$ cat src/rtl/vga_pkg.sv
// Shared types and constants for the VGA scanout block.
package vga_pkg;

    // Fetch controller states
    typedef enum logic [1:0] {
        ST_IDLE  = 2'd0,
        ST_FETCH = 2'd1,
        ST_DRAIN = 2'd2,
        ST_DONE  = 2'd3
    } state_t;

    localparam int unsigned WORD_W   = 32;
    localparam int unsigned RGB_W    = 12;
    localparam int unsigned PIX0_LSB = 0;
    localparam int unsigned PIX1_LSB = 16;

    // Select the first (half=0) or second (half=1) RGB444 pixel of a word
    function automatic logic [RGB_W-1:0] pick_pixel(input logic [WORD_W-1:0] word,
                                                    input logic half);
        return half ? word[PIX1_LSB +: RGB_W] : word[PIX0_LSB +: RGB_W];
    endfunction

endpackage

$ cat src/rtl/scanout_fifo.sv
// Synchronous first-word-fallthrough FIFO with flush, used to buffer pixel words.
module scanout_fifo #(
    parameter int unsigned DEPTH = 16,
    parameter int unsigned WIDTH = 32
) (
    input  logic                     clk,
    input  logic                     reset,
    input  logic                     i_flush,
    input  logic                     i_push,
    input  logic [WIDTH-1:0]         i_data,
    input  logic                     i_pop,
    output logic [WIDTH-1:0]         o_data,
    output logic [$clog2(DEPTH):0]   o_count,
    output logic                     o_full,
    output logic                     o_empty
);

    localparam int unsigned AW = $clog2(DEPTH);
    localparam int unsigned CW = AW + 1;

    logic [WIDTH-1:0] r_mem [DEPTH];
    logic [AW-1:0]    r_wr_ptr;
    logic [AW-1:0]    r_rd_ptr;
    logic [CW-1:0]    r_count;
    logic             w_push;
    logic             w_pop;

    assign o_full  = (r_count == CW'(DEPTH));
    assign o_empty = (r_count == '0);
    assign o_count = r_count;
    assign o_data  = r_mem[r_rd_ptr];
    assign w_push  = i_push && !o_full;
    assign w_pop   = i_pop && !o_empty;

    // Storage array, no reset needed
    always_ff @(posedge clk) begin
        if (w_push) begin
            r_mem[r_wr_ptr] <= i_data;
        end
    end

    // Pointers and occupancy; flush behaves like reset
    always_ff @(posedge clk) begin
        if (reset || i_flush) begin
            r_wr_ptr <= '0;
            r_rd_ptr <= '0;
            r_count  <= '0;
        end else begin
            if (w_push) r_wr_ptr <= r_wr_ptr + AW'(1);
            if (w_pop)  r_rd_ptr <= r_rd_ptr + AW'(1);
            case ({w_push, w_pop})
                2'b10:   r_count <= r_count + CW'(1);
                2'b01:   r_count <= r_count - CW'(1);
                default: r_count <= r_count;
            endcase
        end
    end

endmodule

$ cat src/rtl/vga_scanout.sv
// VGA framebuffer scanout: Wishbone read master feeding a pixel FIFO, two RGB444 pixels per word.
// Optional build macro VGA_SCANOUT_UNDERFLOW_CNT_EN enables the saturating underflow counter.
module vga_scanout
    import vga_pkg::*;
#(
    parameter int unsigned FIFO_DEPTH = 16,
    parameter int unsigned FB_MSB     = 18
) (
    input  logic              clk,
    input  logic              reset,
    input  logic              enable,
    input  logic [31:0]       fb_base,
    input  logic [FB_MSB:0]   frame_words,
    input  logic              frame_start,
    input  logic              pix_req,
    output logic [RGB_W-1:0]  pix_rgb,
    output logic              underflow,
    output logic [15:0]       underflow_count,
    output logic [31:0]       wbm_adr_o,
    input  logic [31:0]       wbm_dat_i,
    output logic              wbm_cyc_o,
    output logic              wbm_stb_o,
    output logic              wbm_we_o,
    output logic [3:0]        wbm_sel_o,
    input  logic              wbm_ack_i
);

    localparam int unsigned CW = $clog2(FIFO_DEPTH) + 1;
    localparam int unsigned IW = FB_MSB + 1;

    state_t           r_state;
    state_t           w_state_nxt;
    logic [IW-1:0]    r_word_idx;
    logic [IW-1:0]    w_word_idx_nxt;
    logic             r_cyc;
    logic             w_cyc_nxt;
    logic [31:0]      r_adr;
    logic [31:0]      w_adr_nxt;
    logic             w_push;
    logic             w_flush;
    logic             w_more;
    logic             w_has_room;

    logic [WORD_W-1:0] w_head;
    logic [CW-1:0]     w_count;
    logic              w_full;
    logic              w_empty;

    logic              r_half;
    logic [RGB_W-1:0]  r_pix;
    logic              r_underflow;
    logic              w_serve;
    logic              w_starve;
    logic              w_pop;

    assign w_more     = (r_word_idx < frame_words);
    assign w_has_room = (w_count < CW'(FIFO_DEPTH));

    // Frame start never serves or starves; a flush cycle starves any request
    assign w_serve  = pix_req && !frame_start && !w_empty && !w_flush;
    assign w_starve = pix_req && !frame_start && (w_empty || w_flush);
    assign w_pop    = w_serve && r_half;

    scanout_fifo #(
        .DEPTH (FIFO_DEPTH),
        .WIDTH (WORD_W)
    ) u_fifo (
        .clk     (clk),
        .reset   (reset),
        .i_flush (w_flush),
        .i_push  (w_push && !w_full),
        .i_data  (wbm_dat_i),
        .i_pop   (w_pop),
        .o_data  (w_head),
        .o_count (w_count),
        .o_full  (w_full),
        .o_empty (w_empty)
    );

    // Fetch controller state register
    always_ff @(posedge clk) begin
        if (reset) r_state <= ST_IDLE;
        else       r_state <= w_state_nxt;
    end

    // Fetch controller next state, bus request and FIFO push/flush
    always_comb begin
        w_state_nxt    = r_state;
        w_word_idx_nxt = r_word_idx;
        w_cyc_nxt      = r_cyc;
        w_adr_nxt      = r_adr;
        w_push         = 1'b0;
        w_flush        = 1'b0;
        case (r_state)
            ST_IDLE: begin
                if (frame_start) begin
                    w_flush        = 1'b1;
                    w_word_idx_nxt = '0;
                end else if (!w_more) begin
                    w_state_nxt = ST_DONE;
                end else if (enable && w_has_room) begin
                    w_state_nxt = ST_FETCH;
                    w_cyc_nxt   = 1'b1;
                    w_adr_nxt   = fb_base + 32'({r_word_idx, 2'b00});
                end
            end
            ST_FETCH: begin
                if (wbm_ack_i) begin
                    w_cyc_nxt   = 1'b0;
                    w_state_nxt = ST_IDLE;
                    if (frame_start) begin
                        w_flush        = 1'b1;
                        w_word_idx_nxt = '0;
                    end else begin
                        w_push         = 1'b1;
                        w_word_idx_nxt = r_word_idx + IW'(1);
                    end
                end else if (frame_start) begin
                    w_state_nxt = ST_DRAIN;
                end
            end
            ST_DRAIN: begin
                if (wbm_ack_i) begin
                    w_cyc_nxt      = 1'b0;
                    w_state_nxt    = ST_IDLE;
                    w_flush        = 1'b1;
                    w_word_idx_nxt = '0;
                end
            end
            ST_DONE: begin
                if (frame_start) begin
                    w_state_nxt    = ST_IDLE;
                    w_flush        = 1'b1;
                    w_word_idx_nxt = '0;
                end
            end
            default: w_state_nxt = ST_IDLE;
        endcase
    end

    // Registered bus outputs and word index
    always_ff @(posedge clk) begin
        if (reset) begin
            r_word_idx <= '0;
            r_cyc      <= 1'b0;
            r_adr      <= '0;
        end else begin
            r_word_idx <= w_word_idx_nxt;
            r_cyc      <= w_cyc_nxt;
            r_adr      <= w_adr_nxt;
        end
    end

    // Pixel output stage: one-cycle latency, zero when idle or starved
    always_ff @(posedge clk) begin
        if (reset) begin
            r_pix       <= '0;
            r_underflow <= 1'b0;
            r_half      <= 1'b0;
        end else begin
            r_pix       <= w_serve ? pick_pixel(w_head, r_half) : '0;
            r_underflow <= w_starve;
            if (w_flush)      r_half <= 1'b0;
            else if (w_serve) r_half <= ~r_half;
        end
    end

`ifdef VGA_SCANOUT_UNDERFLOW_CNT_EN
    logic [15:0] r_ucnt;

    // Saturating starvation counter, cleared each frame
    always_ff @(posedge clk) begin
        if (reset || frame_start)                r_ucnt <= '0;
        else if (w_starve && r_ucnt != 16'hFFFF) r_ucnt <= r_ucnt + 16'd1;
    end

    assign underflow_count = r_ucnt;
`else
    assign underflow_count = 16'h0000;
`endif

    assign pix_rgb   = r_pix;
    assign underflow = r_underflow;
    assign wbm_cyc_o = r_cyc;
    assign wbm_stb_o = r_cyc;
    assign wbm_adr_o = r_adr;
    assign wbm_we_o  = 1'b0;
    assign wbm_sel_o = 4'hF;

endmodule
$ cat config.mk
export PLATFORM = sky130hd
export DESIGN_NAME = vga_scanout
export DESIGN_NICKNAME = d
export VERILOG_FILES = /design/src/rtl/vga_pkg.sv /design/src/rtl/scanout_fifo.sv /design/src/rtl/vga_scanout.sv
export SDC_FILE = /design/constraint.sdc
export NUM_CORES = 1
export LEC_CHECK = 0
export ABC_AREA = 1
export ABC_CLOCK_PERIOD_IN_PS = 3700
export CORE_MARGIN = 4
export CORE_UTILIZATION = 45
export CTS_CLUSTER_DIAMETER = 150
export DETAILED_ROUTE_END_ITERATION = 12
export SYNTH_ARGS = -nofsm -noshare
export SYNTH_HDL_FRONTEND = slang
export SYNTH_SLANG_ARGS = --single-unit
$ cat constraint.sdc
create_clock -name clk -period 3.7 [get_ports clk]
set_input_delay 0.37 -clock clk [delete_from_list [all_inputs] [get_ports clk]]
set_output_delay 0.37 -clock clk [all_outputs]
set_load 0.1 [all_outputs]
---- Yosys cells after proc, flatten, opt, wreduce, memory -nomap -nowiden ----
Memory sizes are Yosys's and may differ from the RTL's. A register that Yosys moved wholly into a read port is not among the register bits.
Cells that the tools add are included.
word-level totals
  register bits ........................... 81
  memory bits (writable) .................. 512
  bits of input ports ..................... 89
  output and inout bits ................... 68
  logic and storage cells ................. 96
  memories ................................ 1
memories
  name          words  width  read ports  clocked after memory_dff  wr ports  line                text
  u_fifo.r_mem  16     32     1           1                         1         scanout_fifo.sv:21  logic [WIDTH-1:0] r_mem [DEPTH];
operators by class
  add/sub/neg operators ................... 6
  magnitude comparators ................... 2
  equal/unequal tests ..................... 16
  muxes and demuxes ....................... 31
  bitwise logic cells ..................... 3
  reductions and logical operators ........ 27
operators by type and width
  cell                     number
  $mux W19                 4
  $pmux W19 S3             1
  $add A32 B21 Y32         1
  $add A19 B1 Y19 const B  1
  $lt A19 B19 Y1           1
  $mux W2                  7
  $mux W1                  12
  $mux W12                 1
  $ne A2 B2 Y1 const B     6
  $pmux W5 S2              1
  $reduce_and A5 Y1        2
  $logic_and A1 B1 Y1      9
  $add A4 B1 Y4 const B    2
  $mux W4                  2
  $pmux W2 S4              1
  $reduce_or A2 Y1         4
  $eq A2 B2 Y1 const B     3
  $ne A3 B3 Y1 const B     2
  $add A5 B1 Y5 const B    1
  $eq A5 B5 Y1 const B     1
  $logic_not A5 Y1         1
  $lt A5 B5 Y1 const B     1
  $sub A5 B1 Y5 const B    1
  $eq A2 B1 Y1 const B     2
  10 further kinds         18

---- Depth between registers and ports, before layout ----
  word-level depth ........................ 9
  mapped depth ............................ 18

---- Cells and area by module ----
Synthesis repeated with hierarchy kept, for this count alone.
second synthesis, totals
  cell total of the unflattened synthesis .. 2425
  area total of the unflattened synthesis .. 27132.3 um2
by module, submodules not included
  module        instances  cells an instance  area an instance (um2)  seq. area each (um2)
  scanout_fifo  1          1483               21486.9                 15715.1
  vga_scanout   1          942                5645.4                  1361.3

---- Worst setup path after synthesis ----
OpenSTA, ideal clock, no wires.
  kind .................................... reg-to-reg
  start point ............................. reg r_state[1]
  end point ............................... mem u_fifo.r_mem[11][0] (enable)
  setup time .............................. 0.405 ns
  data arrival time ....................... 2.279 ns
  required time ........................... 3.295 ns
  slack ................................... 1.016 ns
  cell stages (with the launch flop) ...... 9
  buffers on the path ..................... 0
  cell sequence ........................... dfxtp_1 -> inv_1 -> ha_1 -> inv_1 -> nor2_1 -> nand3_1 -> nor2_1 -> nand2_1 -> nor2_1
on the way
  longest elaborated chain between the ends .. 6
RTL lines
  item                           line                text
  start: declaration             vga_scanout.sv:31   state_t r_state;
  start signal: assignment       vga_scanout.sv:83   else r_state <= w_state_nxt;
  $eq A2 B1 Y1                   vga_scanout.sv:94   case (r_state)
  $mux W1                        vga_scanout.sv:94
  $logic_and A1 B1 Y1            vga_scanout.sv:71   .i_push (w_push && !w_full),
  $logic_and A1 B1 Y1            scanout_fifo.sv:32  assign w_push = i_push && !o_full;
  $mux W1                        scanout_fifo.sv:37  if (w_push) begin
  $mux W1 (not written as such)  scanout_fifo.sv:38  r_mem[r_wr_ptr] <= i_data;
  end: declaration               scanout_fifo.sv:21
Every way passes these cells.

---- Final worst setup path ----
  start point ............................. reg r_state[0]
  end point ............................... reg u_fifo.r_count[4] (netlist: u_fifo.o_count[4])
on the way
  longest elaborated chain between the ends .. 9
RTL lines
  item                                                      line                text
  $eq A2 B2 Y1 / $logic_not A2 Y1 (equally long branches)   vga_scanout.sv:94
  $reduce_or A2 Y1 (no line)                                -
  $pmux W1 S3                                               vga_scanout.sv:94
  $logic_not A1 Y1                                          vga_scanout.sv:60   assign w_serve = pix_req && !frame_start && !w_empty && !w_flush;
  $logic_and A1 B1 Y1                                       vga_scanout.sv:60
  $logic_and A1 B1 Y1                                       vga_scanout.sv:62   assign w_pop = w_serve && r_half;
  $logic_and A1 B1 Y1                                       scanout_fifo.sv:33  assign w_pop = i_pop && !o_empty;
  $eq A2 B1 Y1 / $eq A2 B2 Y1 (equally long branches)       scanout_fifo.sv:51  case ({w_push, w_pop})
  $pmux W5 S2 / $reduce_bool A2 Y1 (equally long branches)  -
  end signal: assignment                                    scanout_fifo.sv:52  2'b10: r_count <= r_count + CW'(1);
  end signal: assignment                                    scanout_fifo.sv:53  2'b01: r_count <= r_count - CW'(1);
  end signal: assignment                                    scanout_fifo.sv:54  default: r_count <= r_count;
  end: declaration                                          scanout_fifo.sv:24  logic [CW-1:0] r_count;
Parallel ways exist; a longest one is shown, timed or not.
A chain may end at the register's enable or synchronous reset.

==> results <==
- The net switching power is 0.00324 W.
- The worst hold path belongs to the class input port to register.
- The clock transition time at the flip-flop clock pins of the worst setup and hold paths is 0.06 ns.
- In this run the horizontal extent of the chip is 226 um.
- The number of buffers between clock root and the deepest sink is 3.
- The site row count is 79.
- For this run, the detailed router's first-pass iteration total came to 6.
- Of the total power, registers draw 0.481.
- The wire-length estimate of the detail-placed layout is 33200 um.
- Entering global routing, the biggest net connects 119 pins.
- The critical path contains buffers and inverters numbering 3 combined.
- For this design the top-level I/O count stands at 157.
- TritonCTS built the clock tree.
- The first-pass GRT wire length is 85700 um.
- Of the total power, the share spent switching nets is 0.266.
- The total routing resource utilization after global routing is 0.216.
- The arrival time at the worst endpoint is 3.47 ns.
- The placement-stage worst setup slack is 0.554 ns.
- Once layout is complete, the utilization of the core stands at 0.531.
- The library cell contributing the largest single delay on the critical path is sky130_fd_sc_hd__ha_1.
- Setup violations remaining at the end of the flow were counted as 0.
- The mapped netlist covers 0.0213 sq mm.
- The endpoint required time on the critical path is 4.20 ns.
- The CTS buffer count is 50.
- Summed over all layers, the global routing overflow is 0.
- The number of DRC violations after detailed-routing iteration 0 is 1239.
- The instance count of the mapped netlist is 2149.
- The worst-case IR drop observed on VDD is 0.421 mV.
- The relative max-transition margin is 0.325.
- Of the synthesized area, sequential elements account for 0.620.
- The leakage power of the design is 9.26 nW.
- For this configuration, the core starts out at a cell density of 0.457.
- The internal power summed over all cells is 0.00895 W.
- The worst setup path is launched from a register.
- Input and output buffers added on the ports amount to 127.
- Setup repair after global routing left no endpoint under its margin.
- The number of max-slew violations in the final report is 0.
- By instance count, the leading cell after synthesis is sky130_fd_sc_hd__nor2_1.
- Along the worst path, the maximum fanout reaches 6.
- The number of buffers inserted by hold repair at cts is 0.
- Among the stages of the critical path, the cell type that occurs most often is sky130_fd_sc_hd__nand2_1.
- sky130_fd_sc_hd__edfxtp_1 takes more of the synthesized area than any other cell.
- The commonest cells after synthesis are sky130_fd_sc_hd__nor2_1 (410), sky130_fd_sc_hd__edfxtp_1 (384), sky130_fd_sc_hd__nand2_1 (350).
- After detailed routing, the number of vias per cell comes to 5.32.
- The number of enable-type register cells in the synthesized netlist is 384.
- Dividing the final minimum period by the clock period gives 0.803.
- The number of nets in the finished design is 2411.
- The delay of the slowest cell on the worst path is 0.37 ns.
- The distinct cell type count after synthesis is 40.
- The total of warnings raised by yosys is 0.
- Walking the worst path, the cells encountered are inv_1 > ha_1 > o22ai_1 > nand2_1 > nand2_1 > nor2_1 > nand2_1 > inv_1 > ha_1 > xor2_1 > ha_1 > inv_1 > nand2_1 > a31oi_1 > xor2_1 > nand2_1 > a21oi_1.
- The tool flagged a number of max-cap violations equal to 0.
- The fraction of synthesis flops using an asynchronous set or reset pin is 0.
- In the final layout, the share of cells above drive strength 1 is 0.0599.
- The actual slew at the worst max-slew pin is 1.01 ns.
- The initial antenna violation count came to 5.
- For this run, the leading register cell type out of synthesis is sky130_fd_sc_hd__edfxtp_1.
- For this design the ratio of total power to cell area is 491 mW/mm^2.
- The later pin in the worst-skew pair is clocked with a latency of 0.59 ns.
- The die span in y is 226 um.
- The worst setup skew after layout is 0.0250 ns.
- The number of flip-flops and latches in the synthesized netlist is 469.
- The minimum clock period is 2.97 ns.
- The total negative slack is 0 ns.
- Once the clock tree was built, the setup fixing pass inserted 0 buffers.
- Of the post-synthesis cell area, the dominant cell type holds 0.540.
- The share of total power dissipated in the clock network is 0.389.
- In the routed design, unresolved DRC markers number 0.
- The post-layout worst setup margin is 0.728 ns.
- Once detail routing completed, the nets flagged for antenna violations numbered 0.
- For this block, the via count after detailed routing is 15500.
- The die outline area is 0.0510 sq mm.
- Dividing the detail-routed wire length by the instance count gives 19.1 um.
- Clock tree synthesis found a total of 469 sinks.
- After synthesis, the cell types taking the most area are sky130_fd_sc_hd__edfxtp_1 (54%), sky130_fd_sc_hd__dfxtp_1 (8.0%), sky130_fd_sc_hd__nor2_1 (7.2%), sky130_fd_sc_hd__nand2_1 (6.2%), sky130_fd_sc_hd__o21ai_0 (4.9%).
- The H-tree was split into 2 levels.
- The average size of a mapped cell is 9.93 sq um.
- The region available for standard cell placement spans 0.0468 sq mm.
- The post-layout instance count excluding filler cells is 2915.
- Of the total power, combinational logic draws 0.130.
- The flow ran to the end, and the final reports show no timing, DRC or antenna violations.
- Clock tree synthesis selected as its root buffer the cell sky130_fd_sc_hd__clkbuf_16.
- Relative to the synthesized area, the layout overhead comes to 16.3%.
- STA classifies the critical path endpoint as a register.
- The number of hold violations in the final report is 0.
- The global placement routability congestion is 0.881.
- The number of resized instances in the post-cts repair step is 0.
- In this design, the largest share of critical-path delay is due to adder cells.
- The critical path is of the register to register type.
- For this block, the routed nets add up to 55500 um of wire.
- The via count of the first global-routing pass was 14900.
- The number of placed instances, taps included, is 2825.
- Timing would allow up to 336 MHz.
power by group through the flow:
stage / logic, W / clock network (W) / registers, W
after floorplan: 0.000702 / 0 / 0.00642
after global placement: 0.00156 / 0 / 0.00598
after detailed placement: 0.00158 / 0 / 0.00598
after CTS: 0.00159 / 0.00484 / 0.00587
after global routing: 0.00172 / 0.00505 / 0.00588
final: 0.00158 / 0.00474 / 0.00587
path summary, 6_finish.rpt:
path	cells after the start	endpoint	slack, ns	startpoint
setup reg to reg	17	u_fifo.o_count[4]	0.73	r_state[0]
setup / recovery	17	u_fifo.o_count[4]	0.73	r_state[0]
hold reg to reg	2	wbm_adr_o[13]	0.46	wbm_adr_o[13]
hold / removal	3	wbm_adr_o[1]	0.35	fb_base[1]
area by class of cell:
class | count | area (sq um)
diodes | 3 | 7.51
clock buffers | 69 | 1380
clock inverters | 18 | 161
fillers | 4164 | 21900
inverters | 201 | 757
multi-input cells | 1384 | 6900
flip-flops and latches | 469 | 13200
well taps | 607 | 759
repair buffers | 164 | 1610
kinds of logic after synthesis:
logic type,Yosys count,share of synthesized area
flip-flops,469,0.620
other,2,0.000352
AND/OR/NAND/NOR,898,0.168
XOR/XNOR,23,0.00944
buffers and inverters,315,0.0661
AO/OA/AOI/OAI,390,0.105
adder cells (fa/ha/maj),52,0.0308
sequential cells by signal (all words and copies together), names as in the netlist, 2 cells and up, named ones only:
signal,cells
u_fifo.o_count,5
wbm_adr_o,32
u_fifo.r_wr_ptr,4
r_word_idx,19
u_fifo.r_mem,384
r_state,2
pix_rgb,12
u_fifo.r_rd_ptr,4
layer usage:
layer,up-vias,global-route usage,part of all wire
met3,74,0.0325,0.062
li1,7525,-,-
met4,2,0.0533,0.019
met2,451,0.357,0.48
met1,7470,0.302,0.44
met5,-,0,0.00023
worst register-to-register path, stage by stage (launching register included):
cell and delay [ns]:
sky130_fd_sc_hd__dfxtp_1 0.36, sky130_fd_sc_hd__inv_1 0.09, sky130_fd_sc_hd__ha_1 0.37, sky130_fd_sc_hd__o22ai_1 0.12, sky130_fd_sc_hd__nand2_1 0.08, sky130_fd_sc_hd__nand2_1 0.07
sky130_fd_sc_hd__nor2_1 0.18, sky130_fd_sc_hd__nand2_1 0.17, sky130_fd_sc_hd__inv_1 0.20, sky130_fd_sc_hd__ha_1 0.30, sky130_fd_sc_hd__xor2_1 0.13, sky130_fd_sc_hd__ha_1 0.19
sky130_fd_sc_hd__inv_1 0.05, sky130_fd_sc_hd__nand2_1 0.07, sky130_fd_sc_hd__a31oi_1 0.21, sky130_fd_sc_hd__xor2_1 0.16, sky130_fd_sc_hd__nand2_1 0.06, sky130_fd_sc_hd__a21oi_1 0.11
per-stage QoR:
step	area, sq um	hold WS (ns)	total power (W)
floorplan	21400	0.461	0.00712
global placement	23300	0.455	0.00753
detailed placement	23300	0.458	0.00756
CTS	24800	0.331	0.0123
global route	24800	0.367	0.0126
finish	24800	0.351	0.0122
cell usage in the layout, fill, tap and decap left out, types with 3 or more instances in the layout:
| cell type | n |
|---|---|
| sky130_fd_sc_hd__nor2_1 | 393 |
| sky130_fd_sc_hd__inv_2 | 4 |
| sky130_fd_sc_hd__clkinv_1 | 6 |
| sky130_fd_sc_hd__xnor2_1 | 6 |
| sky130_fd_sc_hd__o21ai_1 | 11 |
| sky130_fd_sc_hd__ha_1 | 51 |
| sky130_fd_sc_hd__edfxtp_1 | 384 |
| sky130_fd_sc_hd__dfxtp_1 | 82 |
| sky130_fd_sc_hd__inv_1 | 196 |
| sky130_fd_sc_hd__clkbuf_8 | 6 |
| sky130_fd_sc_hd__o22ai_1 | 3 |
| sky130_fd_sc_hd__clkdlybuf4s50_1 | 127 |
| sky130_fd_sc_hd__clkinv_2 | 4 |
| sky130_fd_sc_hd__diode_2 | 3 |
| sky130_fd_sc_hd__conb_1 | 21 |
| sky130_fd_sc_hd__buf_4 | 32 |
| sky130_fd_sc_hd__clkbuf_1 | 13 |
| sky130_fd_sc_hd__o221ai_1 | 21 |
| sky130_fd_sc_hd__buf_12 | 5 |
| sky130_fd_sc_hd__nand4_1 | 8 |
| sky130_fd_sc_hd__nor3b_1 | 3 |
| sky130_fd_sc_hd__nor2_2 | 4 |
| sky130_fd_sc_hd__nand3_1 | 103 |
| sky130_fd_sc_hd__nor2_4 | 17 |
| sky130_fd_sc_hd__clkbuf_16 | 50 |
| sky130_fd_sc_hd__nand3b_1 | 4 |
| sky130_fd_sc_hd__nor3_1 | 11 |
| sky130_fd_sc_hd__nand2_1 | 350 |
| sky130_fd_sc_hd__o21ai_0 | 207 |
| sky130_fd_sc_hd__a21oi_1 | 65 |
| sky130_fd_sc_hd__xor2_1 | 17 |
| sky130_fd_sc_hd__o211ai_1 | 74 |
(Power assumes the default switching activity.)
